[config.mk]
export PLATFORM = sky130hd
export DESIGN_NAME = xor_cipher_session_ctrl
export DESIGN_NICKNAME = d
export VERILOG_FILES = /design/src/rtl/xor_cipher_session_ctrl.sv
export SDC_FILE = /design/constraint.sdc
export NUM_CORES = 1
export LEC_CHECK = 0
export CORE_MARGIN = 2
export CORE_UTILIZATION = 45
export CTS_CLUSTER_SIZE = 10
export DETAILED_ROUTE_END_ITERATION = 7
export DONT_BUFFER_PORTS = 1
export PLACE_DENSITY_LB_ADDON = 0.1
export SKIP_LAST_GASP = 1
export SYNTH_ARGS = -nofsm -noshare
export SYNTH_HDL_FRONTEND = slang
export SYNTH_SLANG_ARGS = --single-unit
[constraint.sdc]
create_clock -name clk -period 7.25 [get_ports clk]
set_input_delay 1.45 -clock clk [delete_from_list [all_inputs] [get_ports clk]]
set_output_delay 1.45 -clock clk [all_outputs]
set_load 0.01 [all_outputs]
[src/rtl/xor_cipher_session_ctrl.sv]
// Session sequencer for the XOR cipher core: serial seed load, N-cycle run, done pulse, plus TX report scheduler.
// Optional MISR signature over the cipher output when XOR_CIPHER_CTRL_SIG_EN is defined.
module xor_cipher_session_ctrl #(
  parameter int M              = 32,
  parameter int TX_CNTR_PERIOD = 2000,
  parameter int LEN_W          = 16
) (
  input  logic             clk,
  input  logic             rst,
  input  logic             start,
  input  logic             abort,
  input  logic [M-1:0]     seed,
  input  logic [LEN_W-1:0] len,
  output logic             cfg_en,
  output logic             cfg_bit,
  output logic             run_en,
  output logic             busy,
  output logic             done,
  output logic [LEN_W-1:0] bit_cnt,
  output logic             tx_req,
  input  logic             tx_ack,
  output logic             tx_ovf,
  input  logic             cipher_bit,
  output logic [M-1:0]     sig
);

  localparam int LDW = $clog2(M);
  localparam int TXW = $clog2(TX_CNTR_PERIOD);
  localparam logic [LDW-1:0] LD_LAST = LDW'(M - 1);
  localparam logic [TXW-1:0] TX_LAST = TXW'(TX_CNTR_PERIOD - 1);

  typedef enum logic [1:0] {
    S_IDLE = 2'd0,
    S_LOAD = 2'd1,
    S_RUN  = 2'd2,
    S_DONE = 2'd3
  } state_t;

  state_t           state_q, state_d;
  logic [M-1:0]     shreg_q, shreg_d;
  logic [LEN_W-1:0] len_q, len_d;
  logic [LEN_W-1:0] bit_cnt_q, bit_cnt_d;
  logic [LDW-1:0]   ld_cnt_q, ld_cnt_d;
  logic             cfg_en_q, run_en_q, done_q, busy_q;

  logic [TXW-1:0]   tx_cnt_q, tx_cnt_d;
  logic             tx_req_q, tx_req_d;
  logic             tx_ovf_q, tx_ovf_d;
  logic             tx_tick;

  always_comb begin
    state_d   = state_q;
    shreg_d   = shreg_q;
    len_d     = len_q;
    bit_cnt_d = bit_cnt_q;
    ld_cnt_d  = ld_cnt_q;
    case (state_q)
      S_IDLE: begin
        if (start) begin
          shreg_d   = seed;
          len_d     = len;
          bit_cnt_d = '0;
          ld_cnt_d  = '0;
          state_d   = S_LOAD;
        end
      end
      S_LOAD: begin
        shreg_d  = {shreg_q[M-2:0], 1'b0};
        ld_cnt_d = ld_cnt_q + LDW'(1);
        if (abort) begin
          state_d = S_IDLE;
        end else if (ld_cnt_q == LD_LAST) begin
          state_d = (len_q == '0) ? S_DONE : S_RUN;
        end
      end
      S_RUN: begin
        // The aborted cycle still counts as a completed run cycle.
        bit_cnt_d = bit_cnt_q + LEN_W'(1);
        if (abort) begin
          state_d = S_IDLE;
        end else if (bit_cnt_d == len_q) begin
          state_d = S_DONE;
        end
      end
      S_DONE:  state_d = S_IDLE;
      default: state_d = S_IDLE;
    endcase
  end

  always_ff @(posedge clk or posedge rst) begin
    if (rst) begin
      state_q   <= S_IDLE;
      shreg_q   <= '0;
      len_q     <= '0;
      bit_cnt_q <= '0;
      ld_cnt_q  <= '0;
      cfg_en_q  <= 1'b0;
      run_en_q  <= 1'b0;
      done_q    <= 1'b0;
      busy_q    <= 1'b0;
    end else begin
      state_q   <= state_d;
      shreg_q   <= shreg_d;
      len_q     <= len_d;
      bit_cnt_q <= bit_cnt_d;
      ld_cnt_q  <= ld_cnt_d;
      cfg_en_q  <= (state_d == S_LOAD);
      run_en_q  <= (state_d == S_RUN);
      done_q    <= (state_d == S_DONE);
      busy_q    <= (state_d != S_IDLE);
    end
  end

  assign cfg_en  = cfg_en_q;
  assign cfg_bit = cfg_en_q & shreg_q[M-1];
  assign run_en  = run_en_q;
  assign done    = done_q;
  assign busy    = busy_q;
  assign bit_cnt = bit_cnt_q;

  // Free-running report scheduler, independent of the session FSM.
  assign tx_tick = (tx_cnt_q == TX_LAST);

  always_comb begin
    tx_cnt_d = tx_tick ? '0 : tx_cnt_q + TXW'(1);
    tx_req_d = tx_tick | (tx_req_q & ~tx_ack);
    tx_ovf_d = tx_ovf_q | (tx_tick & tx_req_q & ~tx_ack);
  end

  always_ff @(posedge clk or posedge rst) begin
    if (rst) begin
      tx_cnt_q <= '0;
      tx_req_q <= 1'b0;
      tx_ovf_q <= 1'b0;
    end else begin
      tx_cnt_q <= tx_cnt_d;
      tx_req_q <= tx_req_d;
      tx_ovf_q <= tx_ovf_d;
    end
  end

  assign tx_req = tx_req_q;
  assign tx_ovf = tx_ovf_q;

`ifdef XOR_CIPHER_CTRL_SIG_EN
  logic [M-1:0] sig_q, sig_d;

  always_comb begin
    sig_d = sig_q;
    if (state_q == S_IDLE && start) begin
      sig_d = '0;
    end else if (state_q == S_RUN) begin
      sig_d = {sig_q[M-2:0], sig_q[M-1] ^ cipher_bit};
    end
  end

  always_ff @(posedge clk or posedge rst) begin
    if (rst) begin
      sig_q <= '0;
    end else begin
      sig_q <= sig_d;
    end
  end

  assign sig = sig_q;
`else
  logic unused_cipher_bit;
  assign unused_cipher_bit = cipher_bit;
  assign sig = '0;
`endif

endmodule

---- Yosys cells after proc, flatten, opt, wreduce, memory -nomap -nowiden ----
Index checks and enable logic that the tools add are counted.
storage, ports and cells
  logic and storage cells ................. 54
  output and inout port bits .............. 55
  flip-flop bits (word level) ............. 88
cells by class
  bitwise logic cells ..................... 7
  equality and inequality tests ........... 10
  mux-type cells .......................... 14
  add/sub/neg operators ................... 3
  reductions and logical operators ........ 8
operators by type and width
  operator                                       count
  one-hot mux 32 bit (2 select lines)            1
  two-way mux 32 bit                             1
  one-hot mux 16 bit (2 select lines)            1
  adder 16 x 1 -> 16 bit, second input constant  1
  == test 16 bit                                 1
  logical NOT 16 bit                             1
  two-way mux 16 bit                             1
  adder 11 x 1 -> 11 bit, second input constant  1
  == test 11 bit, second input constant          1
  two-way mux 11 bit                             1
  two-way mux 2 bit                              5
  one-hot mux 5 bit (2 select lines)             1
  == test 2 bit, second input constant           4
  one-hot mux 2 bit (4 select lines)             1
  AND reduction 2 bit                            3
  nonzero test 2 bit                             3
  adder 5 x 1 -> 5 bit, second input constant    1
  == test 5 bit, second input constant           1
  two-way mux 5 bit                              1
  AND 1 bit                                      4
  == test 2 x 1 -> 1 bit, second input constant  2
  logical NOT 2 bit                              1
  inequality test 2 bit, second input constant   1
  OR 1 bit                                       2
  2 further kinds                                2

---- Logic depth before layout (Yosys ltp) ----
  depth after elaboration ................. 6
  depth in mapped cells ................... 7
  gate-level depth less buffers ........... 7

---- Worst setup path before layout ----
Ideal clock, no wire load.
  path type ............................... input to register
  from .................................... input start
  to ...................................... register len_q[0]
  stages on the path ...................... 3
  data arrival time ....................... 2.468 ns
  setup time .............................. 0.125 ns
  required time ........................... 7.125 ns
  path slack .............................. 4.657 ns
  path buffers ............................ 1
  cells stage by stage .................... nor3b_1 > clkbuf_1 > mux2_2
between the ends
  word-level cells in the longest chain between the ends .. 1
ends and longest elaborated chain
  item                           line  text
  start, declared                10    input logic start,
  AND reduction 2 bit (no line)  n/a
  end signal, assigned           104   len_q <= len_d;
  end, declared                  41    logic [LEN_W-1:0] len_q, len_d;
Every way passes these cells.
A chain may end at the register's enable or synchronous reset.

---- Worst setup path after layout ----
  from .................................... register state_q[1]
  to ...................................... register bit_cnt_q[10], in the netlist bit_cnt[10]
between the ends
  word-level cells in the longest chain between the ends .. 3
  elaborated cells between the ends (all ways) .. 6
  those cells by class .................... 2 x eq/ne; 1 x mux; 3 x reduce/logical
ends and longest elaborated chain
  item                                                                   line  text
  start, declared                                                        39    state_t state_q, state_d;
  start signal, assigned                                                 102   state_q <= state_d;
  == test 2 bit or logical NOT 2 bit (tied branches)                     57    case (state_q)
  nonzero test 2 bit (no line) or inequality test 2 bit (tied branches)  n/a
  AND reduction 2 bit (no line)                                          n/a
  end signal, assigned                                                   105   bit_cnt_q <= bit_cnt_d;
  end, declared                                                          42    logic [LEN_W-1:0] bit_cnt_q, bit_cnt_d;
Parallel ways exist; a longest one is shown, timed or not.

==> results.json <==
{
  "clkTransAtPathRegs_ns": 0.09,
  "route.vias.total": 3309,
  "drive_above_1_share": 0.1094,
  "detail-route-antenna-nets": 0,
  "number_of_drc_markers_in_iteration_0": 144,
  "dominantRegCellSynth": "sky130_fd_sc_hd__dfrtp_1",
  "num-nets-final": 520,
  "outcome": "finished clean",
  "io_pins": 109,
  "syn-instance-count": 472,
  "max_freq_mhz": 323.1,
  "dieArea_mm2": 0.01098,
  "power_per_cell_area_mw_per_mm2": 246.8,
  "synth_seq_cells": 88,
  "final-hold-violation-count": 0,
  "hold_path_class": "reg2reg",
  "gp_congestion": 0.8020,
  "drc_violations_left": 0,
  "max-cap-violations": 0,
  "width_of_the_die_um": 104.8,
  "worst_margin_slew_ns": 1.053,
  "grt_setup_unrepaired": "no",
  "grt_max_degree": 61,
  "synth_sequential_area_ratio": 0.4819,
  "layout.cells.most_common": "sky130_fd_sc_hd__dfrtp_1",
  "totalNegativeSetupSlack_ns": 0,
  "path_buf_inv": 1,
  "worst-r2r-cell-count": 5,
  "timing.clock.skew_ns": 0.01369,
  "final_area_mm2": 0.004788,
  "dpl-instance-area_mm2": 0.004569,
  "via_count_of_the_first_global_routing_pass": 3189,
  "power.ir.vdd_worst_uv": 119.7,
  "setup_viol": 0,
  "worst_path_max_delay_cell": "sky130_fd_sc_hd__dfrtp_1",
  "pre_cts_slack_ns": 4.102,
  "cts_buffer_depth": 2,
  "crit_path_launch_type": "flip-flop",
  "period_share": 0.4269,
  "yosys_top_cell_area_share": 0.4819,
  "post-dp-hpwl_um": 6658,
  "route.final.wire_length_um": 9956,
  "setup.worst_path.end_class": "flip-flop",
  "cts.sinks": 88,
  "worstSetupPathDepth": 5,
  "rows": 36,
  "cts_tree": "done",
  "commonest_cells_after_routing_fill_and_taps_aside": "sky130_fd_sc_hd__dfrtp_1, sky130_fd_sc_hd__nand2_1, sky130_fd_sc_hd__o21ai_0, sky130_fd_sc_hd__conb_1, sky130_fd_sc_hd__a22oi_1",
  "core_area_mm2": 0.009819,
  "critical-path-top-delay-family": "simple AND/OR/NAND/NOR gates",
  "worst_ep_arrival_time_ns": 3.32,
  "io_buffers": 0,
  "post_cts_resized": 0,
  "synthesis.area_mm2": 0.004569,
  "via_per_inst": 5.524,
  "cts_root_buffer": "sky130_fd_sc_hd__clkbuf_8",
  "synth-edff-count": 0,
  "post-synth-top-area-cell": "sky130_fd_sc_hd__dfrtp_1",
  "path_max_fanout": 38,
  "clock_buffers_created_by_tritoncts": 9,
  "gr-usage-all-layers": 0.1823,
  "setup_slack_of_the_critical_path_after_layout_ns": 4.155,
  "synthToLayoutAreaGrowth_pct": 4.792,
  "grt.overflow.total": 0,
  "yosys_warning_total": 0,
  "fp.dieH_um": 104.8,
  "clock_tree.htree_level_count": 3,
  "power.leakage_nw": 2.052,
  "hold_ws_ns": 0.4752,
  "insertion_delay_to_the_later_sink_of_the_worst_skew_pair_ns": 0.36,
  "synth.avg_cell_area_um2": 9.681,
  "firstDrtPassIters": 4,
  "layout_min_cycle_time_ns": 3.095,
  "start_util": 0.4653,
  "post_cts_buffers": 0,
  "fillers": 938,
  "async_reset_ff_frac": 1.000,
  "cp_data_required_time_ns": 7.47,
  "timing.critical_path.cells": "inv_1, nor2_1, nor2_1, o21ai_0, o21ai_0",
  "num_antenna_cells": 0,
  "grt_first_pass_wirelength_um": 16290,
  "routed_wire_length_per_instance_um": 16.62,
  "cp_slowest_stage_delay_ns": 1.04,
  "worst-setup-path-type": "reg2reg",
  "max-slew-margin-rel": 0.2977,
  "layout.core_utilization": 0.4876,
  "holdBufCountCts": 0,
  "grt_antenna_before_repair": 0,
  "timing.final.max_slew_violations": 0,
  "yosys.cell_types.count": 50,
  "hold-path-cell-count": 1,
  "netlist_top_cells_area": "sky130_fd_sc_hd__dfrtp_1, sky130_fd_sc_hd__o21ai_0, sky130_fd_sc_hd__buf_4"
}
==> state kept, by name, summed over array words and instances (netlist names) <==
register and cells:
tx_req 1, len_q 16, busy 1, bit_cnt 16
run_en 1, ld_cnt_q 5, shreg_q 32, state_q 2
tx_ovf 1, cfg_en 1, tx_cnt_q 11, done 1
==> worst register-to-register path, stage by stage, from the launching register on <==
cell	delay, ns
sky130_fd_sc_hd__dfrtp_1	1.04
sky130_fd_sc_hd__inv_1	0.26
sky130_fd_sc_hd__nor2_1	0.84
sky130_fd_sc_hd__nor2_1	0.46
sky130_fd_sc_hd__o21ai_0	0.26
sky130_fd_sc_hd__o21ai_0	0.10
==> final cells by class <==
cell class / count / area [µm²] / share of cell area
Tap cell: 133 / 166.4 / 0.03475
Timing Repair Buffer: 6 / 45.04 / 0.009407
Clock buffer: 10 / 137.6 / 0.02874
Sequential cell: 88 / 2202 / 0.4599
Multi-Input combinational cell: 349 / 2125 / 0.4437
Inverter: 8 / 31.28 / 0.006533
Clock inverter: 5 / 81.33 / 0.01698
==> report_power, final <==
part | internal (mW) | leakage [nW] | switching, mW
Clock | 0.202 | 0.108 | 0.180
Combinational | 0.0856 | 0.820 | 0.0998
Sequential | 0.562 | 1.12 | 0.0524
Total | 0.850 | 2.05 | 0.332
==> worst paths after layout <==
kind,slack (ns),startpoint,end
worst max register to register,4.15,state_q[1]$_DFF_PP0_,bit_cnt[10]$_DFFE_PP0P_
worst max-delay path,4.15,state_q[1]$_DFF_PP0_,bit_cnt[10]$_DFFE_PP0P_
worst min-delay path,0.48,tx_cnt_q[0]$_DFF_PP0_,tx_cnt_q[0]$_DFF_PP0_
worst min register to register,0.48,tx_cnt_q[0]$_DFF_PP0_,tx_cnt_q[0]$_DFF_PP0_
max in group asynchronous,5.13,rst,shreg_q[27]$_DFFE_PP0P_
min in group asynchronous,0.98,rst,tx_cnt_q[3]$_DFF_PP0_
==> cells in the mapped netlist (all sizes together) (2+ instances only) <==
| cell | n |
|---|---|
| xnor2 | 21 |
| nor3b | 2 |
| o22ai | 4 |
| a2111oi | 2 |
| inv | 8 |
| nand2 | 63 |
| buf | 36 |
| a22o | 3 |
| clkbuf | 22 |
| mux2 | 17 |
| o21ai | 58 |
| a31oi | 2 |
| nor2b | 6 |
| dfrtp | 88 |
| o31ai | 2 |
| a21oi | 7 |
| xor2 | 11 |
| nand2b | 2 |
| a21o | 3 |
| nand3 | 14 |
| a22oi | 31 |
| nand4 | 6 |
| nor4 | 9 |
| nor2 | 29 |
| and3 | 7 |
| ha | 4 |
==> stage by stage <==
stage | instances | total power [mW]
2_1_floorplan | 503 | 0.7787
3_3_place_gp | 584 | 0.8040
3_5_place_dp | 584 | 0.8127
4_1_cts | 599 | 1.193
5_1_grt | 599 | 1.247
6_report | 599 | 1.182
==> routing by layer <==
layer  routed length (µm)  vias to the layer above  part of all wire  GRT usage
met5                    0                        -                 0          0
met4                  183                        0             0.018    0.06381
met3                  578                       18             0.058    0.04055
met2                 4703                      101              0.47     0.2843
met1                 4490                     1619              0.45     0.2506
li1                     -                     1571                 -          -
==> cell families (layout without fill, tap and decap cells) <==
logic type / after synthesis / in the layout / synth area share
other: 1 / 32 / 0.0008207
AO/OA/AOI/OAI: 120 / 120 / 0.1657
adder cells (fa/ha/maj): 4 / 4 / 0.01095
AND/OR/NAND/NOR: 143 / 143 / 0.1542
flip-flops: 88 / 88 / 0.4819
XOR/XNOR: 32 / 32 / 0.06134
multiplexers: 18 / 18 / 0.04408
buffers and inverters: 66 / 29 / 0.08105
(Power assumes the default switching activity.)
